$ cat src/rtl/muldiv_ctrl_pkg.sv
// Shared encodings for the execute-stage multiply/divide controller.
package muldiv_ctrl_pkg;

  // Request opcodes carried on req_op; 6 and 7 are reserved no-ops.
  typedef enum logic [2:0] {
    MD_OP_MULT  = 3'd0,
    MD_OP_MULTU = 3'd1,
    MD_OP_DIV   = 3'd2,
    MD_OP_DIVU  = 3'd3,
    MD_OP_MTHI  = 3'd4,
    MD_OP_MTLO  = 3'd5
  } md_op_e;

  // Controller states.
  typedef enum logic [1:0] {
    MD_IDLE = 2'd0,
    MD_MUL  = 2'd1,
    MD_DIV  = 2'd2
  } md_state_e;

  // Default multiplier latency (operand-sample edge to mul_res valid).
  localparam int MD_MUL_LAT_DEFAULT = 2;

  // Width of the multiply countdown counter; it must hold MUL_LAT-1.
  function automatic int md_cnt_width(input int mul_lat);
    return (mul_lat > 1) ? $clog2(mul_lat) : 1;
  endfunction

  // Even opcodes of the MULT/DIV pairs are the signed variants.
  function automatic logic md_is_signed(input logic [2:0] op);
    return ~op[0];
  endfunction

endpackage

$ cat src/rtl/muldiv_ctrl.sv
// Multiply/divide sequencer for EX: owns HI/LO, drives the external
// pipelined multiplier and iterative divider, and exposes busy for interlocks.
module muldiv_ctrl
  import muldiv_ctrl_pkg::*;
#(
  parameter int MUL_LAT = MD_MUL_LAT_DEFAULT
) (
  input  logic        clk,
  input  logic        resetn,
  input  logic        req_valid,
  output logic        req_ready,
  input  logic [2:0]  req_op,
  input  logic [31:0] req_x,
  input  logic [31:0] req_y,
  input  logic        flush,
  output logic        busy,
  output logic [31:0] hi,
  output logic [31:0] lo,
  output logic        mul_signed,
  output logic [31:0] mul_x,
  output logic [31:0] mul_y,
  input  logic [63:0] mul_res,
  output logic        div_start,
  output logic        div_signed,
  output logic [31:0] div_x,
  output logic [31:0] div_y,
  output logic        div_cancel,
  input  logic [31:0] div_s,
  input  logic [31:0] div_r,
  input  logic        div_complete
);

  localparam int CW = md_cnt_width(MUL_LAT);
  localparam logic [CW-1:0] CNT_LOAD = CW'(MUL_LAT - 1);

  md_state_e   state_q, state_d;
  logic [CW-1:0] cnt_q, cnt_d;
  logic [31:0] hi_q, hi_d;
  logic [31:0] lo_q, lo_d;
  logic [31:0] div_x_q, div_x_d;
  logic [31:0] div_y_q, div_y_d;
  logic        div_signed_q, div_signed_d;
  logic        div_start_q, div_start_d;
  logic        div_cancel_q, div_cancel_d;

  md_op_e op;
  logic   accept;

  assign op = md_op_e'(req_op);

  // A flush in the same cycle blocks acceptance so a killed instruction
  // cannot start an operation.
  assign req_ready = (state_q == MD_IDLE) && !flush;
  assign accept    = req_valid && req_ready;
  assign busy      = (state_q != MD_IDLE);

  // The multiplier samples straight from the request so it starts on the
  // accept edge itself; it ignores these lines outside of an accept.
  assign mul_x      = req_x;
  assign mul_y      = req_y;
  assign mul_signed = md_is_signed(req_op);

  assign hi         = hi_q;
  assign lo         = lo_q;
  assign div_x      = div_x_q;
  assign div_y      = div_y_q;
  assign div_signed = div_signed_q;
  assign div_start  = div_start_q;
  assign div_cancel = div_cancel_q;

  // Next-state, HI/LO write and divider control decode.
  always_comb begin
    state_d      = state_q;
    cnt_d        = cnt_q;
    hi_d         = hi_q;
    lo_d         = lo_q;
    div_x_d      = div_x_q;
    div_y_d      = div_y_q;
    div_signed_d = div_signed_q;
    div_start_d  = 1'b0;
    div_cancel_d = 1'b0;

    unique case (state_q)
      MD_IDLE: begin
        if (accept) begin
          case (op)
            MD_OP_MULT, MD_OP_MULTU: begin
              state_d = MD_MUL;
              cnt_d   = CNT_LOAD;
            end
            MD_OP_DIV, MD_OP_DIVU: begin
              // Operands are held in flops for the whole divide so the
              // divider never sees EX moving on underneath it.
              state_d      = MD_DIV;
              div_x_d      = req_x;
              div_y_d      = req_y;
              div_signed_d = md_is_signed(req_op);
              div_start_d  = 1'b1;
            end
            MD_OP_MTHI: hi_d = req_x;
            MD_OP_MTLO: lo_d = req_x;
            default: ; // reserved opcodes retire as no-ops
          endcase
        end
      end

      MD_MUL: begin
        if (flush) begin
          state_d = MD_IDLE;
        end else if (cnt_q == '0) begin
          // mul_res is valid in the cycle whose ending edge is MUL_LAT
          // edges after the sample edge.
          hi_d    = mul_res[63:32];
          lo_d    = mul_res[31:0];
          state_d = MD_IDLE;
        end else begin
          cnt_d = cnt_q - 1'b1;
        end
      end

      MD_DIV: begin
        // Flush wins over a coincident completion; the divider is told to
        // abandon its work so its next completion is not stale.
        if (flush) begin
          state_d      = MD_IDLE;
          div_cancel_d = 1'b1;
        end else if (div_complete) begin
          hi_d    = div_r;
          lo_d    = div_s;
          state_d = MD_IDLE;
        end
      end

      default: state_d = MD_IDLE;
    endcase
  end

  // State and architectural register update; reset needs no cancel pulse
  // because the divider shares the same reset.
  always_ff @(posedge clk) begin
    if (!resetn) begin
      state_q      <= MD_IDLE;
      cnt_q        <= '0;
      hi_q         <= '0;
      lo_q         <= '0;
      div_x_q      <= '0;
      div_y_q      <= '0;
      div_signed_q <= 1'b0;
      div_start_q  <= 1'b0;
      div_cancel_q <= 1'b0;
    end else begin
      state_q      <= state_d;
      cnt_q        <= cnt_d;
      hi_q         <= hi_d;
      lo_q         <= lo_d;
      div_x_q      <= div_x_d;
      div_y_q      <= div_y_d;
      div_signed_q <= div_signed_d;
      div_start_q  <= div_start_d;
      div_cancel_q <= div_cancel_d;
    end
  end

endmodule

$ cat config.mk
export PLATFORM = sky130hd
export DESIGN_NAME = muldiv_ctrl
export DESIGN_NICKNAME = d
export VERILOG_FILES = /design/src/rtl/muldiv_ctrl_pkg.sv /design/src/rtl/muldiv_ctrl.sv
export SDC_FILE = /design/constraint.sdc
export NUM_CORES = 1
export LEC_CHECK = 0
export ABC_AREA = 1
export CORE_AREA = 2 2 154 156
export DETAILED_ROUTE_END_ITERATION = 10
export DIE_AREA = 0 0 156 158
export DONT_BUFFER_PORTS = 1
export PLACE_DENSITY = 0.47
export SETUP_SLACK_MARGIN = 0.02
export SKIP_CTS_REPAIR_TIMING = 1
export SLEW_MARGIN = 10
export SYNTH_ARGS = -nofsm -noshare
export SYNTH_HDL_FRONTEND = slang
export SYNTH_SLANG_ARGS = --single-unit
export TNS_END_PERCENT = 10
$ cat constraint.sdc
create_clock -name clk -period 4.5 [get_ports clk]
set_input_delay 0.9 -clock clk [delete_from_list [all_inputs] [get_ports clk]]
set_output_delay 0.9 -clock clk [all_outputs]
set_load 0.01 [all_outputs]
Yosys cells after proc, flatten, opt, wreduce, memory -nomap -nowiden
Index checks and enable logic that the tools add are counted.

Word-level logic and storage cells: 74. Output and inout bits: 198. Flip-flop bits (word level): 134. Input port bits: 200.

Eq/ne operators: 18. Reduce and logical (&&, ||, !) cells: 17. Add/subtract/negate cells: 1. Bitwise operators: 1. Muxes and demuxes: 28.

Operators with widths (number): 32-bit 2-to-1 mux (12); 32-bit one-hot mux with 3 select lines (2); 7-bit AND reduction (2); 2-bit 2-to-1 mux (5); 2-bit != test (second input constant) (5); 4-bit AND reduction (2); 3-bit by 2-bit == test with 1-bit output (second input constant) (2); 3-bit == test (second input constant) (2); 1-bit 2-to-1 mux (6); 2-bit by 1-bit != test with 1-bit output (second input constant) (3); 3-bit != test (second input constant) (2); 2-bit one-hot mux with 3 select lines (1); 3-bit AND reduction (2); 2-bit one-hot mux with 2 select lines (1); 2-bit nonzero test (2); 2-bit OR reduction (2); 3-bit by 1-bit == test with 1-bit output (second input constant) (1); 3-bit logical NOT (1); 3-bit by 1-bit != test with 1-bit output (second input constant) (1); 3-bit nonzero test (1); 2-bit by 1-bit == test with 1-bit output (second input constant) (1); 2-bit == test (second input constant) (1); 1-bit logical AND (2); 2-bit logical NOT (1); other kinds (5) (5).

Longest topological paths before layout
Depth after elaboration: 5. Gate-level depth with buffers: 11. Mapped depth without buffers: 10.

Worst setup path before layout
No wires, ideal clock.

Kind: input-to-output. From: input port flush. To: output port req_ready. Slack: 2.531 ns. Buffers on the path: 0. Required time: 3.600 ns. Data arrival time: 1.069 ns. Cell stages on the path: 1. Cells stage by stage: nor2_1.

Word-level cells in the longest chain between the ends: 2.

RTL lines: from (decl) (line muldiv_ctrl.sv:15) `input logic flush,`; 1-bit logical NOT (line muldiv_ctrl.sv:53) `assign req_ready = (state_q == MD_IDLE) && !flush;`; 1-bit logical AND (line muldiv_ctrl.sv:53); to (decl) (line muldiv_ctrl.sv:11) `output logic req_ready,`.

No other way between the ends.

Worst setup path after layout
From: register state_q[0]. To: register hi_q[13] (netlist: hi[13]).

Word-level cells in the longest chain between the ends: 5. Elaborated cells between the ends (all ways): 14. Classes of those cells: 8 x eq/ne; 1 x mux; 5 x reduce/logical.

RTL lines: from (decl) (line muldiv_ctrl.sv:36) `md_state_e state_q, state_d;`; from (signal assigned) (line muldiv_ctrl.sv:152) `state_q <= state_d;`; 2-bit logical NOT (line muldiv_ctrl.sv:53, muldiv_ctrl.sv:83); 1-bit logical AND (line muldiv_ctrl.sv:53); 1-bit logical AND (line muldiv_ctrl.sv:54) `assign accept = req_valid && req_ready;`; 2-bit != test (no line); 7-bit AND reduction (no line); to (signal assigned) (line muldiv_ctrl.sv:154) `hi_q <= hi_d;`; to (decl) (line muldiv_ctrl.sv:38) `logic [31:0] hi_q, hi_d;`.

Several ways; a longest one is shown, not always the timed one. A chain may end at the register's enable or synchronous reset.

==> impl_metrics.ini <==
[timing]
hold_violations = 0
worst_pin_slew_ns = 0.763
tns_ns = 0
drv_slew = 0
rsz0062_at_grt = no
relSlewSlack_pct = 49.0
skew_ns = 0.00759
setup_viol = 0
period_needed_ns = 2.44
finalCritPeriodShare_pct = 54.2
layout_setup_ws_ns = 2.06
fmax_mhz = 410

[yosys]
synth_ff_type = dfxtp_1
avgSynthCellArea_um2 = 6.60
post-synth-top-count-cell = nand2_1
async_flop_share_pct = 0
synth_area_um2 = 7080
yosysWarningCount = 0
yosys.area.top_type_share_pct = 37.9
yosysUniqueCellTypes = 25
syn_nets = 1278
ys_ff_latch = 134
synth-edff-count = 0
synth_top_area_cell = dfxtp_1
ys_seq_area_share_pct = 37.9
yosys-top-cells-count = nand2_1 (276), nor2_1 (215), dfxtp_1 (134), a21oi_1 (97), buf_4 (82)
synth_area_leaders = dfxtp_1 (38%), nand2_1 (15%), nor2_1 (11%), buf_4 (8.7%), a21oi_1 (6.9%)
syn_inst = 1073

[place]
post-place-ws_ns = 1.85
placed_cells = 1236
place.gp.congestion = 0.803
io_buffers = 0
post-dp-hpwl_um = 16800
placed_cell_area_um2 = 6610

[min_path]
hold_class = reg -> reg

[detailed_routing]
wl_met2_um = 11700
vias_per_cell = 4.85
dr.pass1.iters = 5
drc_errors = 0
via_count = 6141
met1_length_um = 9520
wl_per_cell_um = 18.6
wl_um = 23600
maxUsedRoutingLayer = met4
drt_iter0_markers = 349
wl_met3_um = 1900
antenna_left = 0

[clock_network]
clkTransAtPathRegs_ns = 0.06
clock_latency_ns = 0.41
h-tree-depth = 4
cts_tree = built
cts_sinks = 134
cts-buffers-inserted = 17
cts_root_buffer = clkbuf_16
clk_path_buf_depth = 2

[setup_path]
crit_required_ns = 4.80
critical_path.max_fanout = 65
end_kind = flop
start_kind = flop
cp.arrival_ns = 2.74
crit_type = reg -> reg

[global_route]
overflow = 0
grt_pass1_wl_um = 34000
grt_util_all_layers_pct = 18.3
grt_max_degree = 134
antenna_found_initial = 0
grt_pass1_vias = 5724

[pwr]
ir_worst_vdd_uv = 197
leakage_nw = 3.32
power_density_nw_per_um2 = 507

[status]
status = finished clean

[final_layout]
fin_nets = 1170
utilization_pct = 31.5
area.growth.synth_to_final_pct = 2.69
fill_cells = 2594
fin_cells = 1267
ff_latch_area_um2 = 2680
final_area_um2 = 7270
num_antenna_cells = 0
multi_input_comb_area_um2 = 3330
drive_gt1_share_pct = 7.68

[flow_run]
cap_violations = 0

[floorplanning]
io_pins = 398
die_y_um = 158
chipWidth_um = 156
fp.dieArea_um2 = 24600
rows = 56
initial_core_util_pct = 30.7
coreArea_um2 = 23100
## critical path: stages, from the launching register on
cell	delay (ns)
dfxtp_1	0.38
inv_1	0.13
ha_4	0.71
buf_4	0.45
nor2_1	0.17
a21oi_1	0.18
nand3_1	0.09
nand2_1	0.10
nor2_2	0.03
## metrics by stage
step | power (mW) | hold slack, ns
floorplan | 2.05 | 0.480
global route | 3.89 | 0.548
finish | 3.69 | 0.517
CTS | 3.74 | 0.521
detailed placement | 2.15 | 0.511
global placement | 2.14 | 0.510
## power by group
group / switching [mW] / internal, mW / total (mW)
sequential: 0.135 / 1.29 / 1.43
combinational: 0.479 / 0.197 / 0.677
clock: 0.578 / 1.01 / 1.58
## placed cells by master (no fill, tap or decap)
master / synthesis / final
a21oi_1: 97 / 97
a21oi_2: 1 / 1
a31oi_1: 1 / 1
buf_4: 82 / 7
bufinv_16: 0 / 5
clkbuf_16: 0 / 17
clkbuf_8: 0 / 1
clkinv_4: 0 / 4
clkinvlp_4: 0 / 1
dfxtp_1: 134 / 134
ha_1: 5 / 2
ha_2: 0 / 2
ha_4: 0 / 1
inv_1: 42 / 42
inv_2: 4 / 4
inv_4: 1 / 1
inv_6: 0 / 3
nand2_1: 276 / 276
nand2_4: 1 / 1
nand2_8: 1 / 1
nand3_1: 68 / 68
nand3_2: 1 / 1
nand3b_1: 1 / 1
nor2_1: 215 / 214
nor2_2: 21 / 22
nor2_4: 1 / 1
nor2_8: 2 / 2
o21ai_0: 27 / 27
o21ai_1: 40 / 40
## routing by layer
layer / vias up / GRT usage [%]
li1: 3097 / -
met1: 2725 / 20.8
met2: 290 / 32.8
met3: 29 / 5.56
met4: 0 / 6.25
met5: - / 0
## logic make-up after synthesis
family	after synthesis	share of synthesized area [%]
fa+ha+maj	5	0.884
compound gates	166	11.8
buf+inv	181	15.3
flops	134	37.9
simple gates	587	34.1
## registers in the layout, summed over array words and instances, names as in the netlist, 2 cells and up
name     count
lo          32
state_q      2
hi          32
div_y       32
div_x       32
## cell type report
type,instances,area share [%]
Timing Repair Buffer,7,0.723
Clock buffer,18,6.04
Tap cell,290,4.99
Multi-Input combinational cell,758,45.9
Sequential cell,134,36.9
Inverter,47,2.46
Clock inverter,13,3.01
## path summary, 6_finish.rpt
| kind | start | end | slack [ns] | depth (start not counted) |
|---|---|---|---|---|
| max reg2reg | state_q[0] | hi[13] | 2.06 | 8 |
| min reg2reg | state_q[1] | state_q[1] | 0.52 | 2 |
| max | state_q[0] | hi[13] | 2.06 | 8 |
| min | state_q[1] | state_q[1] | 0.52 | 2 |
Note: power is estimated with default switching activity, not from simulation.
